File: src/rtl/gb_pkg.sv
// Shared Game Boy bus definitions: bus-owner states, machine-cycle length and
// the cartridge/memory region map used by the sequencer, CPU core and DMA engine.
package gb_pkg;

    // Owner of the external bus for one M-cycle
    typedef enum logic [1:0] {
        BUS_IDLE   = 2'd0,
        BUS_CPU_RD = 2'd1,
        BUS_CPU_WR = 2'd2,
        BUS_DMA_RD = 2'd3
    } bus_state_t;

    // T-cycles per M-cycle
    localparam int unsigned T_PER_M = 4;

    // Memory map regions
    localparam logic [15:0] ROM_LO   = 16'h0000;
    localparam logic [15:0] ROM_HI   = 16'h7FFF;
    localparam logic [15:0] ERAM_LO  = 16'hA000;
    localparam logic [15:0] ERAM_HI  = 16'hBFFF;
    localparam logic [15:0] WRAM_LO  = 16'hC000;
    localparam logic [15:0] WRAM_HI  = 16'hDFFF;
    localparam logic [15:0] ECHO_LO  = 16'hE000;
    localparam logic [15:0] ECHO_HI  = 16'hFDFF;
    localparam logic [15:0] OAM_BASE = 16'hFE00;

    // Inclusive address window test
    function automatic logic addr_in_range(input logic [15:0] a,
                                           input logic [15:0] lo,
                                           input logic [15:0] hi);
        return (a >= lo) && (a <= hi);
    endfunction

    // True for states that pull RD low for the whole M-cycle
    function automatic logic is_read_state(input bus_state_t s);
        return (s == BUS_CPU_RD) || (s == BUS_DMA_RD);
    endfunction

endpackage

File: src/rtl/gb_tcycle_gen.sv
// T-cycle generator: divides the system clock into T-cycles and groups them
// into 4-T M-cycles. Provides the M-cycle start pulse, the last-tick strobe,
// the next-tick T-cycle value (for registered output decode) and the PHI clock.
module gb_tcycle_gen
    import gb_pkg::*;
#(
    parameter int unsigned T_DIV = 2
) (
    input  logic       clk,
    input  logic       reset,
    output logic [1:0] tcycle,
    output logic [1:0] tcycle_next,
    output logic       m_start,
    output logic       last_tick,
    output logic       clock
);

    localparam int unsigned    DW       = (T_DIV > 1) ? $clog2(T_DIV) : 1;
    localparam logic [DW-1:0]  DIV_LAST = DW'(T_DIV - 1);
    localparam logic [1:0]     T_LAST   = 2'(T_PER_M - 1);

    logic [DW-1:0] div;
    logic          t_end;

    assign t_end     = (div == DIV_LAST);
    assign m_start   = (tcycle == 2'd0) && (div == '0);
    assign last_tick = (tcycle == T_LAST) && t_end;

    // T-cycle value that will be current after the next clock edge
    always_comb begin
        tcycle_next = tcycle;
        if (t_end) begin
            tcycle_next = (tcycle == T_LAST) ? 2'd0 : tcycle + 2'd1;
        end
    end

    // Divider and T-cycle counters; PHI is registered from the next T-cycle so it tracks tcycle exactly
    always_ff @(posedge clk) begin
        if (reset) begin
            div    <= '0;
            tcycle <= '0;
            clock  <= 1'b1;
        end else begin
            div    <= t_end ? '0 : div + DW'(1);
            tcycle <= tcycle_next;
            clock  <= ~tcycle_next[1];
        end
    end

endmodule

File: src/rtl/gb_bus_sequencer.sv
// Machine-cycle bus sequencer: grants each M-cycle to the DMA engine or the
// CPU core, latches the winner's address/data at the M-cycle boundary and
// drives the cartridge pins. All pin outputs are registered from the state
// and T-cycle that will be current after the clock edge, so they change in
// step with tcycle and never glitch on requester input changes.
module gb_bus_sequencer
    import gb_pkg::*;
#(
    parameter int unsigned T_DIV = 2,
    parameter logic [15:0] CS_LO = ERAM_LO,
    parameter logic [15:0] CS_HI = ECHO_HI
) (
    input  logic        pllClk,
    input  logic        reset,
    output logic [1:0]  tcycle,
    output logic        m_start,
    input  logic        cpu_req,
    input  logic        cpu_we,
    input  logic [15:0] cpu_addr,
    input  logic [7:0]  cpu_wdata,
    output logic        cpu_ack,
    output logic [7:0]  cpu_rdata,
    input  logic        dma_req,
    input  logic [15:0] dma_addr,
    output logic        dma_ack,
    output logic [7:0]  dma_rdata,
    output logic [15:0] add,
    input  logic [7:0]  data_in,
    output logic [7:0]  data_out,
    output logic        data_oe,
    output logic        read_n,
    output logic        write_n,
    output logic        chip_n,
    output logic        clock
);

    logic [1:0]  tcycle_next;
    logic        last_tick;
    bus_state_t  state;
    bus_state_t  sel;
    bus_state_t  state_next;
    logic [15:0] addr_next;

    gb_tcycle_gen #(
        .T_DIV(T_DIV)
    ) u_tgen (
        .clk        (pllClk),
        .reset      (reset),
        .tcycle     (tcycle),
        .tcycle_next(tcycle_next),
        .m_start    (m_start),
        .last_tick  (last_tick),
        .clock      (clock)
    );

    // Arbitration (DMA over CPU write over CPU read) and next address; only committed on the last tick
    always_comb begin
        sel        = BUS_IDLE;
        state_next = state;
        addr_next  = add;
        if (dma_req) begin
            sel = BUS_DMA_RD;
        end else if (cpu_req && cpu_we) begin
            sel = BUS_CPU_WR;
        end else if (cpu_req) begin
            sel = BUS_CPU_RD;
        end
        if (last_tick) begin
            state_next = sel;
            case (sel)
                BUS_DMA_RD:             addr_next = dma_addr;
                BUS_CPU_RD, BUS_CPU_WR: addr_next = cpu_addr;
                default:                addr_next = add;
            endcase
        end
    end

    // Bus state machine with registered pin outputs, acks and read-data capture
    always_ff @(posedge pllClk) begin
        if (reset) begin
            state     <= BUS_IDLE;
            add       <= '0;
            data_out  <= '0;
            data_oe   <= 1'b0;
            read_n    <= 1'b1;
            write_n   <= 1'b1;
            chip_n    <= 1'b1;
            cpu_ack   <= 1'b0;
            dma_ack   <= 1'b0;
            cpu_rdata <= '0;
            dma_rdata <= '0;
        end else begin
            state   <= state_next;
            add     <= addr_next;
            cpu_ack <= 1'b0;
            dma_ack <= 1'b0;
            if (last_tick) begin
                // Completion of the M-cycle now ending
                case (state)
                    BUS_CPU_RD: begin
                        cpu_ack   <= 1'b1;
                        cpu_rdata <= data_in;
                    end
                    BUS_CPU_WR: begin
                        cpu_ack <= 1'b1;
                    end
                    BUS_DMA_RD: begin
                        dma_ack   <= 1'b1;
                        dma_rdata <= data_in;
                    end
                    default: ;
                endcase
                if (sel == BUS_CPU_WR) begin
                    data_out <= cpu_wdata;
                end
            end
            read_n  <= ~is_read_state(state_next);
            write_n <= ~((state_next == BUS_CPU_WR) && tcycle_next[1]);
            data_oe <= (state_next == BUS_CPU_WR) && (tcycle_next != 2'd0);
            chip_n  <= ~((state_next != BUS_IDLE) && addr_in_range(addr_next, CS_LO, CS_HI));
        end
    end

endmodule

File: config.mk
export PLATFORM = sky130hd
export DESIGN_NAME = gb_bus_sequencer
export DESIGN_NICKNAME = d
export VERILOG_FILES = /design/src/rtl/gb_pkg.sv /design/src/rtl/gb_tcycle_gen.sv /design/src/rtl/gb_bus_sequencer.sv
export SDC_FILE = /design/constraint.sdc
export NUM_CORES = 1
export LEC_CHECK = 0
export CORE_ASPECT_RATIO = 1.25
export CORE_MARGIN = 2
export CORE_UTILIZATION = 43
export CTS_CLUSTER_SIZE = 40
export DETAILED_ROUTE_END_ITERATION = 7
export PLACE_DENSITY = 0.87
export SKIP_LAST_GASP = 1
export SLEW_MARGIN = 10
export SYNTH_ARGS = -nofsm -noshare
export SYNTH_HDL_FRONTEND = slang
export SYNTH_HIERARCHICAL = 1
export SYNTH_SLANG_ARGS = --single-unit
export TNS_END_PERCENT = 20
File: constraint.sdc
create_clock -name pllClk -period 2.85 [get_ports pllClk]
set_input_delay 0.855 -clock pllClk [delete_from_list [all_inputs] [get_ports pllClk]]
set_output_delay 0.855 -clock pllClk [all_outputs]
set_load 0.005 [all_outputs]
==> metrics <==
status finished clean; Hold Crit Class flip-flop to flip-flop; initial antenna violation count 0; Hold EP add[2]$_SDFF_PP0_; area taken by multi-input logic gates 923 um2; Clk Tree Root Cell clkbuf_8; Gate Count Post-Synth between 200 and 300; Seq/Total Area, Yosys about half; commonest non-fill, non-tap cell in the layout clkdlybuf4s50_1; Tcrit/Tclk final 83.4%; most frequent cells in the layout 102 x clkdlybuf4s50_1, 52 x dfxtp_1, 49 x nand2_1; Layout area overhead 57.8%; syn_nets 308; R2R Setup Slk between 0.5 and 0.6 ns; fmax 421 MHz; max_cap viols 0; CTS Buf Count 5; # IOs 103; ANT nets after route 0; total track usage 19.5%; fillers 395; CP arrival 1.52 ns; setup tns final 0 ns; Routed Wire Length roughly 5.3 mm; post_cts resized 0; hold path cells 2; post-synthesis area per instance roughly 8.3 um2; Final Max Tran Viols 0; Power Total ~0.0014 W; worst flop-to-flop path endpoint data_oe$_SDFF_PP0_; RSZ-0062 raised after global routing no; DP HPWL 4.18 mm; Final Setup Violations 0; Post-synth EDFFs 0; library cells used by synthesis 35; via-per-instance ratio 5.18; crit-path max FO 5; cell row count 28; Worst-Margin Slew 0.690 ns; CP required 2.00 ns; 1st-pass router iterations 4; die area 5390 um2; Worst Setup End Kind output port; H-tree levels 2; clock latency on the worst-skew pair about 0.29 ns; largest net degree at the start of global routing 28; number of global-route vias before repair 1938; clock buffer depth 2; clock transition at the registers of the reported paths roughly 0.08 ns; hold path startpoint add[2]$_SDFF_PP0_; worst setup path category flip-flop to output port; Worst Reg-to-Reg Cells 7; Final Critical Period about 2.4 ns; gpl congestion 0.983; power density over the cells ~430 nW/um2; Cell Area, Synth 2070 um2; gr ovfl total 0; Leak 1.14 nW; Startpoint Class flip-flop; Die Span Y 81.6 um; clk sinks 52; Core Footprint 4690 um2; Final Core Density 69.6%; Fin. Hold Viols 0; n_diodes 0; first-pass GRT wire length 8.22 mm; Synth Register Bits 52; layout cells sized above 1 4.56%; Async SR Flop Fraction 0%; vias post-DR 2131; drt wl/cell 12.8 um; maximum vdd drop around 0.00032 V; drc violations 0; chip width 66.1 um; CTS tree done; Iter 0 DRT Violations 100; setup bufs post-CTS 0; Layout Nets between 400 and 500; Worst slew margin 54.0%; worst r2r src u_tgen/tcycle[0]$_SDFF_PP0_; hold-fix buffers at CTS 0; Starting Density 44.1%; PortBufs around 100; Yosys warning total 6; Reg area roughly 1000 um2; Most used DFF post-synth dfxtp_1; Worst Clk Skew 0.00718 ns
cells by family (layout without fill, tap and decap cells):
group,Yosys count,after routing,share of synthesized area [%]
simple gates,101,101,22.4
fa+ha+maj,4,4,2.42
mux,1,1,0.483
compound gates,67,67,19.3
flops,52,52,50.2
buf+inv,26,126,5.19
critical path, cell delays in order, from the launching register on:
cell and delay (ns):
dfxtp_1 0.41, inv_1 0.06, ha_1 0.18, and2b_1 0.15, clkdlybuf4s50_1 0.43
through the flow:
stage	instances	area, um2	setup WS (ns)	hold WS (ns)
after global placement	403	3140	0.234	0.433
after CTS	411	3270	0.457	0.461
final	411	3270	0.474	0.458
after global routing	411	3270	0.319	0.481
after detailed placement	403	3140	0.188	0.446
after floorplan	251	2070	0.828	0.448
power by group:
group / switching (W) / total (W) / internal [W] / leakage (nW)
logic: 0.0000511 / 0.000145 / 0.0000944 / 0.655
clock network: 0.000222 / 0.000532 / 0.000310 / 0.0645
registers: 0.00000512 / 0.000736 / 0.000731 / 0.420
total: 0.000278 / 0.00141 / 0.00114 / 1.14
sequential cells by signal (all words and copies together) (netlist names), 2 cells and up:
signal / flops
state: 2
dma_rdata: 8
add: 16
data_out: 8
u_tgen/tcycle: 2
cpu_rdata: 8
worst max path at each step:
stage	from	to	slack [ns]	cells after the start
floorplan	cpu_req	chip_n$_SDFF_PP1_	0.83	6
global placement	dma_req	chip_n$_SDFF_PP1_	0.23	6
detailed placement	dma_req	chip_n$_SDFF_PP1_	0.19	6
CTS	u_tgen/tcycle[0]$_SDFF_PP0_	m_start	0.46	4
global route	u_tgen/tcycle[0]$_SDFF_PP0_	data_oe$_SDFF_PP0_	0.32	7
finish	u_tgen/tcycle[0]$_SDFF_PP0_	m_start	0.47	4
synth_stat cells (all sizes together) (4+ instances only):
master / instances / area [um2]
a21oi: 27 / 135
a22oi: 9 / 67.6
buf: 5 / 28.8
clkbuf: 11 / 41.3
dfxtp: 52 / 1040
ha: 4 / 50.1
inv: 10 / 37.5
nand2: 49 / 184
nand2b: 7 / 43.8
nand3: 16 / 80.1
nor2: 14 / 52.6
o21ai: 12 / 60.1
o22ai: 8 / 50.1
routing by layer:
metal | wire, um | GRT usage (%) | share of wire, % | vias up
li1 | - | - | - | 1062
met1 | 2070 | 21.3 | 39 | 971
met2 | 2740 | 35.9 | 52 | 90
met3 | 395 | 5.48 | 7.5 | 8
met4 | 72 | 6.53 | 1.4 | 0
met5 | 0 | 0 | 0 | -
area by class of cell:
type / count / area share [%]
tap: 60 / 2.30
inverter: 10 / 1.15
multi-input combinational: 173 / 28.2
clock buffer: 7 / 2.95
timing repair buffer: 108 / 32.6
sequential: 52 / 31.8
clock inverter: 1 / 0.918
Note: power is estimated with default switching activity, not from simulation.
